===== src/rtl/isp_1bit_bbox_pkg.sv =====
// Shared definitions for the 1-bit mask bounding-box extractor: FSM state
// encoding, coordinate widths and the overlay border colour.
package isp_1bit_bbox_pkg;

    // Column coordinates cover up to 2047 pixels, row coordinates up to 1023 lines.
    localparam int X_W = 11;
    localparam int Y_W = 10;

    // RGB565 pure red, painted on the box border by the optional overlay.
    localparam logic [15:0] OVL_RED = 16'hF800;

    typedef enum logic [1:0] {
        WAIT_FRAME = 2'd0,
        ACCUM      = 2'd1,
        PUBLISH    = 2'd2,
        ACCUM_WAIT = 2'd3
    } bbox_state_t;

endpackage


===== src/rtl/isp_1bit_bbox_pix_coord.sv =====
// Pixel coordinate tracker for binary mask stages. Produces the column/row of
// the pixel presented this cycle, a pixel-take strobe, and registered vsync
// edge pulses (one cycle after the edge is first sampled).
module isp_pix_coord
    import isp_1bit_bbox_pkg::*;
#(
    parameter int IMG_W = 640,
    parameter int IMG_H = 480
) (
    input  logic           clk_i,
    input  logic           rst_i,
    input  logic           vsync_i,
    input  logic           href_i,
    input  logic           wr_en_i,
    output logic           pix_take_o,
    output logic [X_W-1:0] x_o,
    output logic [Y_W-1:0] y_o,
    output logic           vsync_rise_o,
    output logic           vsync_fall_o
);

    localparam logic [X_W-1:0] X_LAST = X_W'(IMG_W - 1);
    localparam logic [Y_W-1:0] Y_LAST = Y_W'(IMG_H - 1);

    logic           vsync_q;
    logic           href_q;
    logic           rise_q;
    logic           fall_q;
    logic [X_W-1:0] x_q, x_d;
    logic [Y_W-1:0] y_q, y_d;
    logic           href_fall;

    assign pix_take_o   = wr_en_i & href_i & ~vsync_i;
    assign href_fall    = href_q & ~href_i;
    assign x_o          = x_q;
    assign y_o          = y_q;
    assign vsync_rise_o = rise_q;
    assign vsync_fall_o = fall_q;

    // Next coordinates: held at the origin through blanking so every frame
    // starts at (0,0); columns and rows saturate instead of wrapping.
    always_comb begin
        x_d = x_q;
        y_d = y_q;
        if (vsync_i) begin
            x_d = '0;
            y_d = '0;
        end else if (href_fall) begin
            x_d = '0;
            if (y_q != Y_LAST) begin
                y_d = y_q + 1'b1;
            end
        end else if (pix_take_o && (x_q != X_LAST)) begin
            x_d = x_q + 1'b1;
        end
    end

    // Sync history, edge pulses and coordinate registers.
    always_ff @(posedge clk_i or posedge rst_i) begin
        if (rst_i) begin
            vsync_q <= 1'b0;
            href_q  <= 1'b0;
            rise_q  <= 1'b0;
            fall_q  <= 1'b0;
            x_q     <= '0;
            y_q     <= '0;
        end else begin
            vsync_q <= vsync_i;
            href_q  <= href_i;
            rise_q  <= vsync_i & ~vsync_q;
            fall_q  <= ~vsync_i & vsync_q;
            x_q     <= x_d;
            y_q     <= y_d;
        end
    end

endmodule


===== src/rtl/isp_1bit_bbox.sv =====
// Per-frame motion bounding box extractor for a cleaned 1-bit motion mask.
// Accumulates min/max column and row plus a saturating foreground count over
// each frame and publishes one registered box per frame end.
// Optional feature: define BBOX_OVERLAY_EN to add a one-cycle-delayed RGB565
// pass-through that paints the published box border red.
module isp_1bit_bbox
    import isp_1bit_bbox_pkg::*;
#(
    parameter int IMG_W   = 640,
    parameter int IMG_H   = 480,
    parameter int MIN_PIX = 64,
    parameter int CNT_W   = 20
) (
    input  logic             sys_clk,
    input  logic             sys_rst,
    input  logic             pre_vsync,
    input  logic             pre_href,
    input  logic             pre_wr_en,
    input  logic             img_1bit_in,
    output logic             box_valid,
    output logic             box_update,
    output logic [X_W-1:0]   box_x_min,
    output logic [X_W-1:0]   box_x_max,
    output logic [Y_W-1:0]   box_y_min,
    output logic [Y_W-1:0]   box_y_max,
    output logic [CNT_W-1:0] box_pix_cnt
`ifdef BBOX_OVERLAY_EN
    ,
    input  logic [15:0]      ovl_data_in,
    output logic [15:0]      ovl_data_out
`endif
);

    localparam logic [X_W-1:0]   X_LAST  = X_W'(IMG_W - 1);
    localparam logic [Y_W-1:0]   Y_LAST  = Y_W'(IMG_H - 1);
    localparam logic [CNT_W-1:0] CNT_MAX = {CNT_W{1'b1}};
    localparam logic [CNT_W-1:0] MIN_CNT = CNT_W'(MIN_PIX);

    bbox_state_t state_q, state_d;
    logic accum_en, acc_clear, publish;

    logic           pix_take;
    logic [X_W-1:0] pix_x;
    logic [Y_W-1:0] pix_y;
    logic           vsync_rise, vsync_fall;

    logic [X_W-1:0]   x_min_q, x_min_d, x_max_q, x_max_d;
    logic [Y_W-1:0]   y_min_q, y_min_d, y_max_q, y_max_d;
    logic [CNT_W-1:0] pix_cnt_q, pix_cnt_d;

    logic             box_valid_q, box_valid_d;
    logic             box_update_q, box_update_d;
    logic [X_W-1:0]   box_x_min_q, box_x_min_d, box_x_max_q, box_x_max_d;
    logic [Y_W-1:0]   box_y_min_q, box_y_min_d, box_y_max_q, box_y_max_d;
    logic [CNT_W-1:0] box_pix_cnt_q, box_pix_cnt_d;

    isp_pix_coord #(
        .IMG_W (IMG_W),
        .IMG_H (IMG_H)
    ) u_coord (
        .clk_i        (sys_clk),
        .rst_i        (sys_rst),
        .vsync_i      (pre_vsync),
        .href_i       (pre_href),
        .wr_en_i      (pre_wr_en),
        .pix_take_o   (pix_take),
        .x_o          (pix_x),
        .y_o          (pix_y),
        .vsync_rise_o (vsync_rise),
        .vsync_fall_o (vsync_fall)
    );

    // FSM state register.
    always_ff @(posedge sys_clk or posedge sys_rst) begin
        if (sys_rst) begin
            state_q <= WAIT_FRAME;
        end else begin
            state_q <= state_d;
        end
    end

    // FSM next state: a rising vsync only ends a frame that was fully accumulated.
    always_comb begin
        state_d = state_q;
        case (state_q)
            WAIT_FRAME: if (vsync_fall) state_d = ACCUM;
            ACCUM:      if (vsync_rise) state_d = PUBLISH;
            PUBLISH:    state_d = ACCUM_WAIT;
            ACCUM_WAIT: if (vsync_fall) state_d = ACCUM;
            default:    state_d = WAIT_FRAME;
        endcase
    end

    // FSM outputs: accumulate, clear or publish control.
    always_comb begin
        accum_en  = 1'b0;
        acc_clear = 1'b0;
        publish   = 1'b0;
        case (state_q)
            ACCUM:      accum_en  = 1'b1;
            PUBLISH:    publish   = 1'b1;
            default:    acc_clear = 1'b1;
        endcase
    end

    // Accumulator next state: bounds track foreground pixels, count saturates.
    always_comb begin
        x_min_d   = x_min_q;
        x_max_d   = x_max_q;
        y_min_d   = y_min_q;
        y_max_d   = y_max_q;
        pix_cnt_d = pix_cnt_q;
        if (acc_clear) begin
            x_min_d   = X_LAST;
            x_max_d   = '0;
            y_min_d   = Y_LAST;
            y_max_d   = '0;
            pix_cnt_d = '0;
        end else if (accum_en && pix_take && img_1bit_in) begin
            if (pix_x < x_min_q) x_min_d = pix_x;
            if (pix_x > x_max_q) x_max_d = pix_x;
            if (pix_y < y_min_q) y_min_d = pix_y;
            if (pix_y > y_max_q) y_max_d = pix_y;
            if (pix_cnt_q != CNT_MAX) pix_cnt_d = pix_cnt_q + 1'b1;
        end
    end

    // Accumulator registers.
    always_ff @(posedge sys_clk or posedge sys_rst) begin
        if (sys_rst) begin
            x_min_q   <= X_LAST;
            x_max_q   <= '0;
            y_min_q   <= Y_LAST;
            y_max_q   <= '0;
            pix_cnt_q <= '0;
        end else begin
            x_min_q   <= x_min_d;
            x_max_q   <= x_max_d;
            y_min_q   <= y_min_d;
            y_max_q   <= y_max_d;
            pix_cnt_q <= pix_cnt_d;
        end
    end

    // Published box: bounds only meaningful when enough foreground was seen,
    // the count is always reported.
    always_comb begin
        box_valid_d   = box_valid_q;
        box_update_d  = 1'b0;
        box_x_min_d   = box_x_min_q;
        box_x_max_d   = box_x_max_q;
        box_y_min_d   = box_y_min_q;
        box_y_max_d   = box_y_max_q;
        box_pix_cnt_d = box_pix_cnt_q;
        if (publish) begin
            box_update_d  = 1'b1;
            box_pix_cnt_d = pix_cnt_q;
            if (pix_cnt_q >= MIN_CNT) begin
                box_valid_d = 1'b1;
                box_x_min_d = x_min_q;
                box_x_max_d = x_max_q;
                box_y_min_d = y_min_q;
                box_y_max_d = y_max_q;
            end else begin
                box_valid_d = 1'b0;
                box_x_min_d = '0;
                box_x_max_d = '0;
                box_y_min_d = '0;
                box_y_max_d = '0;
            end
        end
    end

    // Published box registers.
    always_ff @(posedge sys_clk or posedge sys_rst) begin
        if (sys_rst) begin
            box_valid_q   <= 1'b0;
            box_update_q  <= 1'b0;
            box_x_min_q   <= '0;
            box_x_max_q   <= '0;
            box_y_min_q   <= '0;
            box_y_max_q   <= '0;
            box_pix_cnt_q <= '0;
        end else begin
            box_valid_q   <= box_valid_d;
            box_update_q  <= box_update_d;
            box_x_min_q   <= box_x_min_d;
            box_x_max_q   <= box_x_max_d;
            box_y_min_q   <= box_y_min_d;
            box_y_max_q   <= box_y_max_d;
            box_pix_cnt_q <= box_pix_cnt_d;
        end
    end

    assign box_valid   = box_valid_q;
    assign box_update  = box_update_q;
    assign box_x_min   = box_x_min_q;
    assign box_x_max   = box_x_max_q;
    assign box_y_min   = box_y_min_q;
    assign box_y_max   = box_y_max_q;
    assign box_pix_cnt = box_pix_cnt_q;

`ifdef BBOX_OVERLAY_EN
    logic        on_border;
    logic [15:0] ovl_q;

    // Border test for the pixel presented this cycle against the published box.
    always_comb begin
        on_border = 1'b0;
        if (box_valid_q && pix_take) begin
            if (((pix_x == box_x_min_q) || (pix_x == box_x_max_q)) &&
                (pix_y >= box_y_min_q) && (pix_y <= box_y_max_q)) begin
                on_border = 1'b1;
            end
            if (((pix_y == box_y_min_q) || (pix_y == box_y_max_q)) &&
                (pix_x >= box_x_min_q) && (pix_x <= box_x_max_q)) begin
                on_border = 1'b1;
            end
        end
    end

    // One-cycle video delay with the border painted red.
    always_ff @(posedge sys_clk or posedge sys_rst) begin
        if (sys_rst) begin
            ovl_q <= '0;
        end else begin
            ovl_q <= on_border ? OVL_RED : ovl_data_in;
        end
    end

    assign ovl_data_out = ovl_q;
`endif

endmodule


===== config.mk =====
export PLATFORM = sky130hd
export DESIGN_NAME = isp_1bit_bbox
export DESIGN_NICKNAME = d
export VERILOG_FILES = /design/src/rtl/isp_1bit_bbox_pkg.sv /design/src/rtl/isp_1bit_bbox_pix_coord.sv /design/src/rtl/isp_1bit_bbox.sv
export SDC_FILE = /design/constraint.sdc
export NUM_CORES = 1
export LEC_CHECK = 0
export CORE_MARGIN = 3
export CORE_UTILIZATION = 40
export DETAILED_ROUTE_END_ITERATION = 6
export GPL_TIMING_DRIVEN = 1
export MAX_ROUTING_LAYER = met4
export SLEW_MARGIN = 40
export SYNTH_ARGS = -nofsm -noshare
export SYNTH_HDL_FRONTEND = slang
export SYNTH_SLANG_ARGS = --single-unit
export TNS_END_PERCENT = 20

===== constraint.sdc =====
create_clock -name sys_clk -period 4.5 [get_ports sys_clk]
set_input_delay 0.675 -clock sys_clk [delete_from_list [all_inputs] [get_ports sys_clk]]
set_output_delay 0.675 -clock sys_clk [all_outputs]
set_load 0.01 [all_outputs]

==> metrics.txt, run 1 <==
Die Ht=about 150 µm; post-DP HPWL=12500 µm; GRT Util Overall=18.1%; die area=around 0.022 mm²; EDFF count, synth=0; core area=just under 0.02 mm²; total congestion overflow=0; final hold vios=0; total CTS buffers=17; CTS clk-pin slew, worst paths=0.06 ns; DR pass1 iterations=5; ys flop type=dfrtp_1; most frequent cells in the layout=dfrtp_1, clkdlybuf4s50_1, nor2_1; PD cells=358 mW/mm²; Total Power=3.43 mW; Placed Instances=1077; commonest non-fill, non-tap cell in the layout=dfrtp_1; io pins=70; critical-path cell list=clkdlybuf4s50_1 -> nand3b_4 -> or2_1 -> or3_4 -> or4_1 -> o211ai_1; Peak VDD IR=between 0.2 and 0.3 mV; Port Buffer Count=69; setup slack after placement=1.22 ns; worst-margin pin slew=0.846 ns; #FFs+latches synth=153; fin util=between 40% and 50%; vias in the first global route=between 5000 and 6000; fraction of the yosys area taken by sequential cells=48.1%; Net count, final=884; final worst path period share=61.7%; Async SR Flop Fraction=100%; # setup viols final=0; class of the worst hold path=reg2reg; Tmin final=about 2.8 ns; Post-Route WL=18400 µm; worst skew pair latency=0.42 ns; Starting Density=40.9%; layout cell share with drive strength beyond 1=13.6%; Placer Congestion=0.805; max cap viols=0; Crit path required time=4.84 ns; std cell rows=51; post-route setup slack=1.72 ns; non-filler cells, final=1110; H-tree levels=4; design area=around 0.0096 mm²; first-pass GRT wire length=31000 µm; syn nets=831; cell count after synthesis=779; DRT antenna net count=0; fillcell total=about 1800; startpoint types=primary input; max frequency=360 MHz; initial antenna violation count=0; Worst path max stage delay=0.57 ns; Hold-fix buffers, CTS=0; WP data arrival=3.12 ns; Crit. End Element=register; Crit Path Category=in2reg; Leakage=4.16 nW; Buf+Inv Stages, Crit Path=1; Max-Slew Margin vs Limit=43.1%; TNS Setup=0 ns; unrepaired setup endpoints after global routing=no; post-CTS sizing=0; Antenna Cells=0; Storage cell area=0.00385 mm²; Layout area overhead=19.8%; vias=6009; clk buf depth=2; root buffer cell=clkbuf_16; slowest stage cell, crit path=clkdlybuf4s50_1; Avg Vias per Cell=5.41; post-CTS setup buffers=0; DRC=0; area of the multi-input gates=approximately 0.0038 mm²; crit path max fanout=22; routed length per instance=16.5 µm; Final Slew Violations=0; Mapped Area=0.00801 mm²; largest net degree at the start of global routing=66; library cells used by synthesis=56; CTS tree=built; Placement Cell Area=0.00901 mm²; run status=complete, no violations; Fin Hold WS=between 0.4 and 0.5 ns; Die W=~150 µm; Yosys warning total=0; clock sink count=153; DRT iter0 DRCs=406; Layout Skew=0.00876 ns; syn avg cell area=10.3 µm²; critical path's top delay family=simple AND/OR/NAND/NOR gates
final timing paths:
| kind | from | end | slack [ns] | cells past startpoint |
|---|---|---|---|---|
| min | u_coord.vsync_q | u_coord.vsync_rise_o | 0.42 | 1 |
| min in group asynchronous | sys_rst | box_valid | 0.60 | 2 |
| min reg2reg | u_coord.vsync_q | u_coord.vsync_rise_o | 0.42 | 1 |
| max reg2reg | u_coord.x_o[2] | x_min_q[8] | 1.89 | 6 |
| max | pre_vsync | x_min_q[10] | 1.72 | 6 |
| max in group asynchronous | sys_rst | x_min_q[9] | 3.22 | 3 |
synth_stat cells, types with 7 or more instances:
library cell / count / area [µm²]
or3b_2: 7 / 61.3
ha_1: 46 / 576
a311oi_1: 8 / 70.1
o211ai_1: 8 / 60.1
nand2_1: 50 / 188
nor4b_1: 12 / 105
inv_1: 52 / 195
o311ai_0: 8 / 70.1
nand4_1: 14 / 87.6
xor2_1: 8 / 70.1
a22o_1: 42 / 368
or2_2: 7 / 43.8
mux2i_1: 15 / 150
o21ai_0: 32 / 160
a21oi_1: 29 / 145
clkbuf_1: 42 / 158
or4_1: 9 / 67.6
nor2_1: 59 / 221
nand3_1: 29 / 145
mux2_2: 21 / 236
xnor2_1: 14 / 123
dfrtp_1: 137 / 3430
nor4_1: 10 / 62.6
o31ai_1: 7 / 52.6
mux2_4: 7 / 105
dfstp_2: 16 / 420
nor3_1: 17 / 85.1
layer usage:
layer | up-vias | share of wire [%] | track usage [%]
met4 | 0 | 1.2 | 5.55
met1 | 2958 | 49 | 25.3
met2 | 94 | 47 | 27.1
met3 | 16 | 2.9 | 3.07
li1 | 2941 | - | -
met5 | - | 0 | -
layout make-up:
cell class	count	share of cell area, %
Sequential cell	153	40.1
Multi-Input combinational cell	523	39.7
Timing Repair Buffer	83	8.66
Clock buffer	21	4.59
Tap cell	265	3.46
Inverter	54	2.18
Clock inverter	11	1.33
kinds of logic after synthesis:
kind of cell | synth area share, %
AND/OR/NAND/NOR | 16.5
buffers and inverters | 5.05
adder cells (fa/ha/maj) | 7.19
XOR/XNOR | 2.41
AO/OA/AOI/OAI | 14.6
flip-flops | 48.1
multiplexers | 6.14
registers in the layout (all words and copies together), names as in the netlist:
register,count
u_coord.href_q,1
x_min_q,11
pix_cnt_q,20
u_coord.vsync_fall_o,1
box_update,1
u_coord.y_o,10
u_coord.x_o,11
x_max_q,11
y_min_q,10
u_coord.vsync_rise_o,1
u_coord.vsync_q,1
box_y_min,10
box_valid,1
state_q,2
box_y_max,10
box_x_max,11
box_x_min,11
y_max_q,10
box_pix_cnt,20
power breakdown:
| group | switching [mW] | total (mW) | internal (mW) |
|---|---|---|---|
| combinational | 0.404 | 0.600 | 0.195 |
| clock | 0.575 | 1.39 | 0.816 |
| sequential | 0.0286 | 1.44 | 1.41 |
Power figures use the tool's default switching activity.
==> run 2, diff against run 1 <==
==> constraint.sdc (replaced) <==
create_clock -name sys_clk -period 2.75 [get_ports sys_clk]
set_input_delay 0.4125 -clock sys_clk [delete_from_list [all_inputs] [get_ports sys_clk]]
set_output_delay 0.4125 -clock sys_clk [all_outputs]
set_load 0.01 [all_outputs]
==> metrics.txt, run 2 (synthesis results as in run 1) <==
post-DP HPWL=around 13000 µm; Peak VDD IR=0.476 mV; vias=6149; commonest non-fill, non-tap cell in the layout=dfrtp_1; Post-Route WL=18500 µm; clk buf depth=2; GRT Util Overall=18.4%; design area=0.00977 mm²; routed length per instance=approximately 16 µm; Hold-fix buffers, CTS=0; unrepaired setup endpoints after global routing=no; first-pass GRT wire length=31700 µm; Crit path required time=3.05 ns; Die W=147 µm; largest net degree at the start of global routing=39; DR pass1 iterations=4; DRT iter0 DRCs=341; CTS clk-pin slew, worst paths=0.07 ns; initial antenna violation count=0; Die Ht=between 100 and 150 µm; TNS Setup=0 ns; final hold vios=0; Avg Vias per Cell=5.41; Max-Slew Margin vs Limit=between 50% and 60%; run status=complete, no violations; Total Power=5.62 mW; worst-margin pin slew=between 0.6 and 0.7 ns; worst skew pair latency=between 0.4 and 0.5 ns; Crit. End Element=register; Antenna Cells=0; post-CTS sizing=0; Tmin final=2.46 ns; CTS tree=built; DRT antenna net count=0; vias in the first global route=6008; final worst path period share=89.6%; clock sink count=153; Net count, final=approximately 900; io pins=70; H-tree levels=4; post-CTS setup buffers=0; R2R setup slack=about 0.29 ns; Layout area overhead=22.0%; Starting Density=between 40% and 50%; total congestion overflow=0; max frequency=406 MHz; total CTS buffers=17; setup slack after placement=0.0428 ns; fillcell total=1815; post-route setup slack=0.287 ns; Port Buffer Count=69; std cell rows=a little over 50; Layout Skew=0.0126 ns; root buffer cell=clkbuf_16; DRC=0; class of the worst hold path=reg2reg; crit path max fanout=11; layout cell share with drive strength beyond 1=16.4%; max cap viols=0; PD cells=575 mW/mm²; startpoint types=register; Placer Congestion=0.847; core area=0.0196 mm²; Placement Cell Area=0.00921 mm²; WP data arrival=2.76 ns; Crit Path Category=reg2reg; # setup viols final=0; most frequent cells in the layout=dfrtp_1, clkdlybuf4s50_1, nor2_1; die area=0.0218 mm²; Final Slew Violations=0; Leakage=about 4.3 nW
==> run 2: changes by cell type in the layout (fill, tap and decap cells not counted), sizes merged <==
cell and delta:
clkinvlp -5, buf +27, inv +8, bufinv -2, clkinv +1, clkbuf -2
==> run 2: per-stage QoR <==
step,std cells,utilization (%),hold WS (ns)
2_1_floorplan,779,-,0.395
5_1_grt,1137,49.9,0.430
6_report,1137,49.9,0.404
3_3_place_gp,1104,47.0,0.403
4_1_cts,1137,49.9,0.412
3_5_place_dp,1105,47.0,0.410
==> run 2: layer usage <==
layer	track usage, %	share of wire (%)	vias to the layer above
met1	26.3	49	3039
li1	-	-	3003
met4	4.29	1.2	0
met2	27.8	47	90
met5	-	0	-
met3	3.13	2.7	17
==> run 2: area by class of cell <==
type / count / area, µm² / share of cell area [%]
flip-flops and latches: 153 / 3850 / 39.4
multi-input cells: 523 / 3790 / 38.8
inverters: 54 / 206 / 2.11
clock inverters: 13 / 108 / 1.10
well taps: 265 / 332 / 3.39
clock buffers: 19 / 453 / 4.64
repair buffers: 110 / 1030 / 10.6
==> run 2: critical path, cell delays in order (launching register included) <==
cell and delay [ns]:
dfstp_2 0.57, inv_1 0.05, ha_1 0.28, and4_1 0.22
and2_1 0.19, or4_1 0.59, o311ai_0 0.44
==> run 2: worst paths after layout <==
kind / from / endpoint / cells after the start
worst max-delay path: y_min_q[8] / y_min_q[0] / 6
max in group asynchronous: sys_rst / box_pix_cnt[17] / 3
worst min-delay path: u_coord.vsync_q / u_coord.vsync_rise_o / 1
worst max register to register: y_min_q[8] / y_min_q[0] / 6
min in group asynchronous: sys_rst / box_valid / 2
worst min register to register: u_coord.vsync_q / u_coord.vsync_rise_o / 1
==> run 2: report_power, final <==
part | switching [mW] | internal, mW
registers | 0.0460 | 2.31
clock network | 1.02 | 1.23
logic | 0.662 | 0.345
==> run 3, diff against run 2 <==
--- a/config.mk
+++ b/config.mk
@@ -5,6 +5,7 @@
 export SDC_FILE = /design/constraint.sdc
 export NUM_CORES = 1
 export LEC_CHECK = 0
+export CAP_MARGIN = 5
 export CORE_MARGIN = 3
 export CORE_UTILIZATION = 40
 export DETAILED_ROUTE_END_ITERATION = 6
==> results of run 3 <==
No change in the layout: final DEF, timing and power equal those of run 2.
